File: config.mk
export PLATFORM = sky130hd
export DESIGN_NAME = id_ex_stage
export DESIGN_NICKNAME = d
export VERILOG_FILES = /design/src/rtl/id_ex_stage_pkg.sv /design/src/rtl/id_ex_stage_fwd_mux.sv /design/src/rtl/id_ex_stage.sv
export SDC_FILE = /design/constraint.sdc
export NUM_CORES = 1
export LEC_CHECK = 0
export CORE_ASPECT_RATIO = 0.7
export CORE_UTILIZATION = 48
export CTS_CLUSTER_SIZE = 16
export DETAILED_ROUTE_END_ITERATION = 8
export GPL_TIMING_DRIVEN = 1
export PLACE_DENSITY = 0.87
export SLEW_MARGIN = 20
export SYNTH_ARGS = -nofsm -noshare
export SYNTH_HDL_FRONTEND = slang
export SYNTH_HIERARCHICAL = 1
export SYNTH_SLANG_ARGS = --single-unit
export TNS_END_PERCENT = 20
File: constraint.sdc
create_clock -name clk -period 7.23 [get_ports clk]
set_clock_uncertainty 0.05 [all_clocks]
set_input_delay 2.169 -clock clk [delete_from_list [all_inputs] [get_ports clk]]
set_output_delay 2.169 -clock clk [all_outputs]
set_load 0.02 [all_outputs]
File: src/rtl/id_ex_stage_pkg.sv
// Shared definitions for the ID/EX stage: ALUctr encodings, default widths
// and the bundle of EX control bits latched from ID.
package id_ex_stage_pkg;

    localparam int XLEN_DEF = 32;
    localparam int RA_W_DEF = 5;

    localparam logic [3:0] ALUCTR_ADD  = 4'b0000;
    localparam logic [3:0] ALUCTR_ADDU = 4'b0001;
    localparam logic [3:0] ALUCTR_SUB  = 4'b0010;
    localparam logic [3:0] ALUCTR_SUBU = 4'b0011;
    localparam logic [3:0] ALUCTR_AND  = 4'b0100;
    localparam logic [3:0] ALUCTR_OR   = 4'b0101;
    localparam logic [3:0] ALUCTR_XOR  = 4'b0110;
    localparam logic [3:0] ALUCTR_NOR  = 4'b0111;
    localparam logic [3:0] ALUCTR_SLT  = 4'b1010;
    localparam logic [3:0] ALUCTR_SLTU = 4'b1011;
    // A bubble computes addu so the ALU can never raise an overflow trap.
    localparam logic [3:0] ALUCTR_NOP  = ALUCTR_ADDU;

    typedef struct packed {
        logic       reg_write;
        logic       mem_read;
        logic       mem_write;
        logic       mem_to_reg;
        logic       alu_src;
        logic [3:0] alu_ctr;
    } ex_ctrl_t;

    localparam ex_ctrl_t CTRL_BUBBLE = '{
        reg_write:  1'b0,
        mem_read:   1'b0,
        mem_write:  1'b0,
        mem_to_reg: 1'b0,
        alu_src:    1'b0,
        alu_ctr:    ALUCTR_NOP
    };

endpackage

File: src/rtl/id_ex_stage_fwd_mux.sv
// Operand forwarding for one source register: the younger EX/MEM result wins
// over MEM/WB, and register $0 always reads the latched value.
module ex_fwd_mux
    import id_ex_stage_pkg::*;
#(
    parameter int XLEN = XLEN_DEF,
    parameter int RA_W = RA_W_DEF
) (
    input  logic [XLEN-1:0] data,
    input  logic [RA_W-1:0] src,
    input  logic            exm_reg_write,
    input  logic [RA_W-1:0] exm_wr_reg,
    input  logic [XLEN-1:0] exm_result,
    input  logic            mwb_reg_write,
    input  logic [RA_W-1:0] mwb_wr_reg,
    input  logic [XLEN-1:0] mwb_result,
    output logic [XLEN-1:0] fwd_data
);

    logic exm_hit;
    logic mwb_hit;

    assign exm_hit = exm_reg_write && (exm_wr_reg == src) && (src != '0);
    assign mwb_hit = mwb_reg_write && (mwb_wr_reg == src) && (src != '0);

    always_comb begin
        fwd_data = data;
        if (exm_hit) begin
            fwd_data = exm_result;
        end else if (mwb_hit) begin
            fwd_data = mwb_result;
        end
    end

endmodule

File: src/rtl/id_ex_stage.sv
// ID/EX pipeline register: latches decoded fields, forwards ALU operands,
// selects the immediate for B and inserts bubbles on load-use hazards.
module id_ex_stage
    import id_ex_stage_pkg::*;
#(
    parameter int XLEN = XLEN_DEF,
    parameter int RA_W = RA_W_DEF
) (
    input  logic            clk,
    input  logic            rst,
    input  logic            stall,
    input  logic            flush,
    input  logic            id_valid,
    input  logic [XLEN-1:0] id_pc,
    input  logic [XLEN-1:0] id_rs_data,
    input  logic [XLEN-1:0] id_rt_data,
    input  logic [RA_W-1:0] id_rs,
    input  logic [RA_W-1:0] id_rt,
    input  logic [RA_W-1:0] id_wr_reg,
    input  logic [15:0]     id_imm,
    input  logic            id_ext_op,
    input  logic            id_alu_src,
    input  logic [3:0]      id_alu_ctr,
    input  logic            id_reg_write,
    input  logic            id_mem_read,
    input  logic            id_mem_write,
    input  logic            id_mem_to_reg,
    input  logic            exm_reg_write,
    input  logic [RA_W-1:0] exm_wr_reg,
    input  logic [XLEN-1:0] exm_result,
    input  logic            mwb_reg_write,
    input  logic [RA_W-1:0] mwb_wr_reg,
    input  logic [XLEN-1:0] mwb_result,
    output logic            ld_use_stall,
    output logic            ex_valid,
    output logic [XLEN-1:0] ex_pc,
    output logic [XLEN-1:0] ex_a,
    output logic [XLEN-1:0] ex_b,
    output logic [3:0]      ex_alu_ctr,
    output logic [XLEN-1:0] ex_store_data,
    output logic [RA_W-1:0] ex_wr_reg,
    output logic            ex_reg_write,
    output logic            ex_mem_read,
    output logic            ex_mem_write,
    output logic            ex_mem_to_reg
);

    ex_ctrl_t        ctrl_q;
    ex_ctrl_t        id_ctrl;
    logic [RA_W-1:0] rs_q;
    logic [RA_W-1:0] rt_q;
    logic [XLEN-1:0] rs_data_q;
    logic [XLEN-1:0] rt_data_q;
    logic [XLEN-1:0] imm_q;
    logic [XLEN-1:0] id_ext_imm;
    logic [XLEN-1:0] fwd_rs;
    logic [XLEN-1:0] fwd_rt;
    logic            load_bubble;

    assign id_ctrl = '{
        reg_write:  id_reg_write,
        mem_read:   id_mem_read,
        mem_write:  id_mem_write,
        mem_to_reg: id_mem_to_reg,
        alu_src:    id_alu_src,
        alu_ctr:    id_alu_ctr
    };

    assign id_ext_imm = {{(XLEN-16){id_imm[15] & id_ext_op}}, id_imm};

    // Store data (rt of a store) is not a hazard: MEM/WB forwards it next cycle.
    assign ld_use_stall = !stall && !flush && ex_valid && ctrl_q.mem_read
                          && (ex_wr_reg != '0)
                          && ((ex_wr_reg == id_rs)
                              || ((ex_wr_reg == id_rt) && !id_alu_src && !id_mem_write));

    assign load_bubble = rst || flush || (!stall && (ld_use_stall || !id_valid));

    ex_fwd_mux #(.XLEN(XLEN), .RA_W(RA_W)) u_fwd_rs (
        .data          (rs_data_q),
        .src           (rs_q),
        .exm_reg_write (exm_reg_write),
        .exm_wr_reg    (exm_wr_reg),
        .exm_result    (exm_result),
        .mwb_reg_write (mwb_reg_write),
        .mwb_wr_reg    (mwb_wr_reg),
        .mwb_result    (mwb_result),
        .fwd_data      (fwd_rs)
    );

    ex_fwd_mux #(.XLEN(XLEN), .RA_W(RA_W)) u_fwd_rt (
        .data          (rt_data_q),
        .src           (rt_q),
        .exm_reg_write (exm_reg_write),
        .exm_wr_reg    (exm_wr_reg),
        .exm_result    (exm_result),
        .mwb_reg_write (mwb_reg_write),
        .mwb_wr_reg    (mwb_wr_reg),
        .mwb_result    (mwb_result),
        .fwd_data      (fwd_rt)
    );

    always_ff @(posedge clk) begin
        if (load_bubble) begin
            ex_valid  <= 1'b0;
            ex_pc     <= '0;
            ex_wr_reg <= '0;
            rs_q      <= '0;
            rt_q      <= '0;
            rs_data_q <= '0;
            rt_data_q <= '0;
            imm_q     <= '0;
            ctrl_q    <= CTRL_BUBBLE;
        end else if (stall) begin
            // Capture forwarded data so a producer retiring from WB mid-stall is kept.
            rs_data_q <= fwd_rs;
            rt_data_q <= fwd_rt;
        end else begin
            ex_valid  <= 1'b1;
            ex_pc     <= id_pc;
            ex_wr_reg <= id_wr_reg;
            rs_q      <= id_rs;
            rt_q      <= id_rt;
            rs_data_q <= id_rs_data;
            rt_data_q <= id_rt_data;
            imm_q     <= id_ext_imm;
            ctrl_q    <= id_ctrl;
        end
    end

    assign ex_a          = fwd_rs;
    assign ex_b          = ctrl_q.alu_src ? imm_q : fwd_rt;
    assign ex_store_data = fwd_rt;
    assign ex_alu_ctr    = ctrl_q.alu_ctr;
    assign ex_reg_write  = ctrl_q.reg_write;
    assign ex_mem_read   = ctrl_q.mem_read;
    assign ex_mem_write  = ctrl_q.mem_write;
    assign ex_mem_to_reg = ctrl_q.mem_to_reg;

endmodule

== Word level (Yosys, flattened, before mapping) ==
Cells that the tools add are included.
Widths: inputs -> output; s select.

* Flip-flop bits (word level): 138
* Input port bits: 218
* Word-level logic and storage cells: 56

* Equal/unequal tests: 6
* Multiplexer cells: 7
* Bitwise operators: 1
* Reduce and logical (&&, ||, !) cells: 28

{| class="wikitable"
|+ Operator list
! cell !! number
|-
| $mux 32 || 7
|-
| $eq 5x5->1 || 6
|-
| $logic_and 1x1->1 || 16
|-
| $reduce_bool 5->1 || 3
|-
| $logic_not 1->1 || 5
|-
| $logic_or 1x1->1 || 4
|-
| $and 1x1->1 || 1
|}

== Logic depth before layout (Yosys ltp) ==
Gate-level depths: netlist of run 1.

* Depth after elaboration: 9
* Mapped depth: 8
* Depth with buffers taken out: 6

== Modules after synthesis ==
The synthesis of run 1 kept the hierarchy.

{| class="wikitable"
|+ By module, submodules not included
! module !! times used !! cells each !! area each (um^2) !! sequential area each (um^2)
|-
| id_ex_stage || 1 || 852 || 7058.0 || 2762.6
|-
| ex_fwd_mux || 2 || 198 || 1103.6 || 0.0
|}

== Least setup slack after synthesis of run 1 ==
Ideal clock, no wire load.

* Path type: input -> output
* From: input mwb_wr_reg[0]
* To: output ex_b[23]
* Arrival time: 4.163 ns
* Required time: 5.011 ns
* Path slack: 0.848 ns
* Stages: 7
* Path buffers: 1
* Path through: xnor2_1 > nand4_1 > clkbuf_1 > or3_1 > a31oi_1 > inv_1 > o21ai_0

* Longest elaborated chain between the ends: 6

{| class="wikitable"
|+ RTL lines
! what !! RTL line !! RTL
|-
| from (decl) || id_ex_stage.sv:32 || <nowiki>input logic [RA_W-1:0] mwb_wr_reg,</nowiki>
|-
| $eq 5x5->1 || id_ex_stage_fwd_mux.sv:24 || <nowiki>assign mwb_hit = mwb_reg_write && (mwb_wr_reg == src) && (src != '0);</nowiki>
|-
| $logic_and 1x1->1 (2 in a row) || id_ex_stage_fwd_mux.sv:24 ||
|-
| $mux 32 || id_ex_stage_fwd_mux.sv:30 || <nowiki>end else if (mwb_hit) begin</nowiki>
|-
| $mux 32 || id_ex_stage_fwd_mux.sv:28 || <nowiki>if (exm_hit) begin</nowiki>
|-
| via ex_store_data[23] || id_ex_stage.sv:40 || <nowiki>output logic [XLEN-1:0] ex_store_data,</nowiki>
|-
| $mux 32 || id_ex_stage.sv:132 || <nowiki>assign ex_b = ctrl_q.alu_src ? imm_q : fwd_rt;</nowiki>
|-
| to (decl) || id_ex_stage.sv:38 || <nowiki>output logic [XLEN-1:0] ex_b,</nowiki>
|}

The timed path passes the listed nets, and every way through them passes these cells.

== Worst setup path in the final report of run 1 ==
* From: input mwb_wr_reg[0]
* To: output ex_b[3]

* Longest elaborated chain between the ends: 6

{| class="wikitable"
|+ RTL lines
! what !! RTL line
|-
| $eq 5x5->1 || id_ex_stage_fwd_mux.sv:24
|-
| $logic_and 1x1->1 (2 in a row) || id_ex_stage_fwd_mux.sv:24
|-
| $mux 32 || id_ex_stage_fwd_mux.sv:30
|-
| $mux 32 || id_ex_stage_fwd_mux.sv:28
|-
| $mux 32 || id_ex_stage.sv:132
|}

No other way between the ends.

==> results by group, run 1 <==
Status
  – Status: finished clean

Yosys
  – XOR/XNOR share of the synthesized area: 0.02552
  – Largest family of logic cells by synthesized area: simple AND/OR/NAND/NOR gates
  – Post-Syn Nets: 1466
  – Synth Instances: 1248
  – Synth Area in Simple Gates: 0.3739
  – Synth cell types: 34
  – Mapped Area: 0.009265 mm2
  – Sequential fraction of the synthesis area: 0.2982
  – Mean Syn Cell Area: 7.424 um2
  – Syn. warnings: 6
  – Adder-Cell Fraction of Synth Area: 0
  – Complex-gate fraction of the synthesized area: 0.1725
  – Multiplexer share of the synthesized area: 0.01945
  – Synth Register Bits: 138

Global routing
  – Global route overflow: 0
  – First-pass GRT wire length: 53520 um
  – Initial antenna violation count: 1
  – All-layer global routing usage: 0.3397
  – Pin count of the biggest net entering global routing: 106
  – Number of global-route vias before repair: 9494

Worst setup path
  – Setup crit end kind: output port
  – CP Max Fanout: 64
  – R2R Setup Slk: 4.46 ns
  – Worst r2r dst: rs_data_q[16]
  – Startpoint types: input pin
  – Launch point of the worst reg-to-reg path: rs_q[2]
  – Required time worst endpoint: 5.01 ns
  – Worst R2R Path Depth: 8
  – Critical path arrival: 4.82 ns
  – Crit Path Category: input pin to output port

Die
  – Row count: 42
  – Initial Util: 0.4897
  – Die Area: 0.01987 mm2
  – Ports: 361
  – Die extent in x: 168.1 um
  – Die Y: 118.2 um
  – Core region area: 0.01892 mm2

Cells and area
  – Largest regs: ex_pc x32, rs_data_q x32, rt_data_q x32
  – Reg area: 0.002763 mm2
  – Fin nets: 1737
  – # fillers: 1541
  – Multi-input gate area: 0.005490 mm2
  – Fraction of layout cells with a size suffix above 1: 0.1403
  – Area delta synth->final: 44.12%

Timing
  – Final worst path period share: 0.9742
  – Hold Vio Cnt, Final: 0
  – Setup violators final: 0
  – Minimum clock period: 7.044 ns
  – Pins Over Slew Limit: 0
  – Worst slew pin tran: 1.169 ns
  – Worst slew margin: 0.2205
  – Total Neg Setup Slack: 0 ns
  – FMAX: 142.0 MHz
  – RSZ-0062 raised after global routing: false

Worst hold path
  – HP Start: ex_pc[7]
  – Worst Hold End: ex_pc[7]
  – Min-Delay Path Class: flip-flop to flip-flop
  – WHS Path Cells: 2

Power and ir drop
  – P_sw: 0.6208 mW
  – Pwr dens: 155.9 mW/mm2
  – Part of the power in registers: 0.377
  – Cell Int Power: 1.461 mW
  – Sw frac: 0.2981
  – Total Power: 2.082 mW
  – Clock power share: 0.422
  – VDD IR max: 0.1109 mV
  – Leakage: 4.589 nW
  – Combinational power share: 0.201

Placed design
  – Dpl hpwl: 23910 um
  – I/O Buffers: 360
  – Final GP Congestion: 0.9769

Clocking
  – Root Driver: clkbuf_16
  – Worst-path clk slew: 0.07 ns
  – Htree depth: 4
  – Cts hold-fix bufs: 0
  – CTS Buf Count: 17
  – Post-CTS Setup Inserts: 0
  – CTS Buffer Depth: 2
  – CTS tree: done
  – Sink Count: 138
  – Skew-Pair Late Insertion Delay: 0.42 ns
  – Post-CTS Resized: 0

Flow run
  – Max cap viols: 0

Drt
  – DR pass1 iterations: 5
  – Antenna viol nets, final: 0
  – Number of remaining DRC errors: 0
  – Vias: 10250
  – Starting DRT DRC Count: 1161
  – WL per Instance: 19.65 um
  – DRT Wirelength: 34880 um
  – Vias per cell: 5.772
Yosys cell counts, drive strengths merged:
master	instances	area (um2)
nor2	134	503.0
xor2	3	26.28
dfxtp	138	2763
xnor2	24	210.2
a22oi	3	22.52
or3	64	400.4
inv	83	311.6
o21ai	81	405.4
nand4	5	31.28
mux2	16	180.2
buf	47	351.6
a21oi	136	680.7
nor2b	2	12.51
or4	4	37.53
o211ai	4	67.56
a31oi	64	400.4
nand2	133	499.2
o2111a	1	11.26
nand2b	2	12.51
nor3b	1	7.510
nor4	137	1608
nand3	1	5.000
a222oi	1	10.01
or2	2	12.51
nor3	65	325.3
clkbuf	96	360.4
nor4bb	1	10.01
per-stage QoR:
step / util / cell area [um2] / setup WS (ns) / hold slack, ns / instances
floorplan: - / 9265 / 0.8480 / 0.4614 / 1248
global placement: 0.6750 / 12770 / 0.2334 / 0.4578 / 1742
detailed placement: 0.6750 / 12770 / 0.2361 / 0.4761 / 1742
CTS: 0.7057 / 13350 / 0.2169 / 0.4912 / 1774
global route: 0.7058 / 13350 / 0.01671 / 0.5265 / 1775
finish: 0.7058 / 13350 / 0.1864 / 0.4907 / 1775
logic make-up after synthesis:
logic type	Yosys count
AOI/OAI and AO/OA	290
xor gates and xnor gates	27
buffers and inverters	226
DFF	138
muxes	16
and+or+nand+nor	551
power groups by stage:
stage	registers, mW	logic, mW	clock network, mW
final	0.784	0.419	0.879
after global routing	0.786	0.448	0.918
after CTS	0.784	0.415	0.886
after detailed placement	0.801	0.413	0
after global placement	0.801	0.410	0
after floorplan	0.804	0.196	0
worst max-delay path by stage:
stage / slack, ns / endpoint / depth (start not counted) / start
final: 0.19 / ex_b[3] / 8 / mwb_wr_reg[0]
after global routing: 0.02 / ex_b[19] / 9 / mwb_wr_reg[2]
after CTS: 0.22 / ex_b[20] / 9 / mwb_wr_reg[0]
after detailed placement: 0.24 / ex_b[3] / 8 / mwb_wr_reg[0]
after global placement: 0.23 / ex_b[20] / 9 / mwb_wr_reg[0]
after floorplan: 0.85 / ex_b[23] / 7 / mwb_wr_reg[0]
critical path, cell delays in order:
cell and delay (ns):
clkdlybuf4s50_1 0.51, xnor2_1 0.13, nand4_1 0.17, buf_12 0.23, or3_1 0.37, a31oi_1 0.36, mux2_2 0.23, clkdlybuf4s50_1 0.62
per-layer routing:
layer  vias up  share of wire  GRT usage
li1       4930              -          -
met1      4748           0.43     0.4500
met2       509           0.44     0.5234
met3        58          0.099     0.1125
met4         0          0.024    0.09943
met5         -              0          0
cell type report:
cell class / count / area share
antenna: 1 / 0.0001874
inverter: 83 / 0.02333
tap: 242 / 0.02268
clock buffer: 18 / 0.03214
clock inverter: 14 / 0.01134
sequential: 138 / 0.2069
multi-input combinational: 884 / 0.4112
timing repair buffer: 395 / 0.2923
cells in the final DEF (no fill, tap or decap), types with 64 or more instances in the layout:
cell type          n
inv_1             83
nor2_1           134
nor3_1            65
o21ai_0           76
a31oi_1           64
dfxtp_1          138
or3_1             64
nor4_2           120
clkdlybuf4s50_1  354
nand2_1          133
a21oi_1          135
No activity file was read; power rests on OpenSTA's default activity.
==> run 2, diff against run 1 <==
- PLACE_DENSITY: 0.87 -> 0.88
==> run 2 against run 1 <==
Non-clock buffer count up 6. Highest routed layer unchanged. Via count rose by 2.8%. Die area did not move. Sequential cell count unchanged. Largest power group unchanged. First-iteration DRC count increased by 5.0%.
==> results by group, run 2 (synthesis gave the netlist of run 1 again) <==
Status
  – Status: finished clean

Cells and area
  – Area delta synth->final: 45.51%
  – Fin nets: 1743 (+0.35%)
  – # fillers: 1524 (-1.1%)
  – Antenna cells: 0 (-1)
  – Fraction of layout cells with a size suffix above 1: 0.1456 (+0.005304)
  – Fin util: 0.7126 (+0.006812)
  – Most common cell after layout, fill and taps aside: clkdlybuf4s50_1
  – Largest regs: ex_pc x32, rs_data_q x32, rt_data_q x32
  – Most frequent cells in the layout: 355 x clkdlybuf4s50_1, 138 x dfxtp_1, 135 x a21oi_1

Drt
  – DR pass1 iterations: 7 (+2)
  – DRT Wirelength: 35430 um (+1.6%)
  – Starting DRT DRC Count: 1219 (+5.0%)
  – Number of remaining DRC errors: 0 (unchanged)
  – Vias: 10530 (+2.8%)
  – WL per Instance: 19.91 um (+1.3%)
  – Vias per cell: 5.918 (+2.5%)
  – Antenna viol nets, final: 0 (unchanged)

Power and ir drop
  – Combinational power share: 0.203 (+0.002)
  – Part of the power in registers: 0.377 (about the same)
  – Sw frac: 0.3047 (+0.006539)
  – Pwr dens: 154.2 mW/mm2 (-1.1%)
  – Cell Int Power: 1.445 mW (-1.1%)
  – Clock power share: 0.420 (-0.002)
  – Leakage: 4.653 nW (+1.4%)
  – VDD IR max: 0.1234 mV (+11%)
  – P_sw: 0.6334 mW (+2.0%)

Clocking
  – Worst-path clk slew: 0.06 ns (about the same)
  – Root Driver: clkbuf_16
  – CTS Buffer Depth: 2 (unchanged)
  – Skew-Pair Late Insertion Delay: 0.43 ns (about the same)
  – Sink Count: 138 (unchanged)
  – CTS Buf Count: 17 (unchanged)
  – CTS tree: done
  – Htree depth: 4 (unchanged)

Die
  – Initial Util: 0.4897 (unchanged)
  – Ports: 361 (unchanged)
  – Die Area: 0.01987 mm2 (unchanged)
  – Row count: 42 (unchanged)
  – Core region area: 0.01892 mm2 (unchanged)
  – Die Y: 118.2 um (unchanged)
  – Die extent in x: 168.1 um (unchanged)

Timing
  – Final worst path period share: 0.9866 (+0.01236)
  – Minimum clock period: 7.133 ns (+0.08936 ns)
  – Setup violators final: 0 (unchanged)
  – Pins Over Slew Limit: 0 (unchanged)
  – Total Neg Setup Slack: 0 ns (unchanged)
  – FMAX: 140.2 MHz (-1.3%)
  – RSZ-0062 raised after global routing: false
  – Worst slew pin tran: 1.150 ns (-0.01897 ns)
  – Hold Vio Cnt, Final: 0 (unchanged)
  – Worst slew margin: 0.2332 (+0.01265)

Worst hold path
  – WHS Path Cells: 2 (unchanged)
  – Min-Delay Path Class: flip-flop to flip-flop
  – Worst Hold End: imm_q[16]
  – HP Start: imm_q[16]

Worst setup path
  – R2R Setup Slk: 4.52 ns (+0.06 ns)
  – CP Launch Point: mwb_wr_reg[1]
  – Crit Path Category: input pin to output port
  – Startpoint types: input pin
  – Worst r2r dst: rt_data_q[6]
  – Worst R2R Path Depth: 7 (-1)
  – CP Max Fanout: 39 (-39%)
  – Required time worst endpoint: 5.01 ns (about the same)
  – Setup crit end kind: output port
  – Critical path arrival: 4.91 ns (+0.09 ns)
  – Launch point of the worst reg-to-reg path: rt_q[2]

Placed design
  – Final GP Congestion: 0.9780 (+0.11%)
  – Dpl hpwl: 23950 um (+0.18%)
  – I/O Buffers: 360 (unchanged)

Global routing
  – Pin count of the biggest net entering global routing: 101 (-4.7%)
  – Global route overflow: 0 (unchanged)
  – Number of global-route vias before repair: 9758 (+2.8%)
  – Initial antenna violation count: 0 (-1)
  – First-pass GRT wire length: 54340 um (+1.5%)
  – All-layer global routing usage: 0.3462 (+0.006514)

Flow run
  – Max cap viols: 0 (unchanged)
## run 2: per-layer routing
| metal | global-route usage | vias up | wire (um) |
|---|---|---|---|
| li1 | - | 4938 | - |
| met1 | 0.4592 | 4942 | 14780 |
| met2 | 0.5552 | 594 | 16090 |
| met3 | 0.08774 | 60 | 3675 |
| met4 | 0.09830 | 0 | 889 |
| met5 | 0 | - | 0 |
## run 2: cell type report
class	count	area [um2]	area share
flip-flops and latches	138	2763	0.2049
repair buffers	401	4008	0.2973
clock inverters	14	148.9	0.01104
clock buffers	18	439.2	0.03258
multi-input cells	884	5509	0.4086
inverters	83	311.5	0.02311
well taps	242	302.8	0.02246
## run 2: worst max-delay path: stages
cell             delay, ns
clkdlybuf4s50_1       0.45
xnor2_1               0.25
o211ai_4              0.25
buf_12                0.24
or3_1                 0.31
a31oi_1               0.40
mux2_2                0.24
clkdlybuf4s50_1       0.59
## run 2: repair_timing
item,4_1_cts,5_1_grt
endpoints found under the hold margin,0,0
resized for setup,0,3
setup endpoints to repair,0,6
setup buffers,0,0
hold buffers,0,0
## run 2: how the worst max path moves through the flow
stage                     slack, ns        to  cells past startpoint
after floorplan                0.85  ex_b[23]                      7
after global placement         0.13  ex_b[15]                      8
after detailed placement       0.09  ex_b[15]                      8
after CTS                      0.08  ex_b[15]                      8
after global routing          0.008  ex_b[17]                      9
final                           0.1   ex_b[6]                      8
## run 2: power by group through the flow
stage          clock network, mW  registers, mW  logic, mW
2_1_floorplan                  0          0.804      0.196
3_3_place_gp                   0          0.800      0.411
3_5_place_dp                   0          0.801      0.414
4_1_cts                    0.883          0.784      0.417
5_1_grt                    0.913          0.785      0.449
6_report                   0.874          0.784      0.421
## run 2: metrics by stage
stage / total power, mW / setup WS (ns) / area (um2) / std cells / hold WS (ns)
floorplan: 1.001 / 0.8480 / 9265 / 1248 / 0.4614
global placement: 1.211 / 0.1279 / 12850 / 1747 / 0.4619
detailed placement: 1.215 / 0.09005 / 12850 / 1747 / 0.4804
CTS: 2.083 / 0.08205 / 13440 / 1779 / 0.4971
global route: 2.147 / 0.008010 / 13480 / 1780 / 0.5304
finish: 2.079 / 0.09706 / 13480 / 1780 / 0.4955
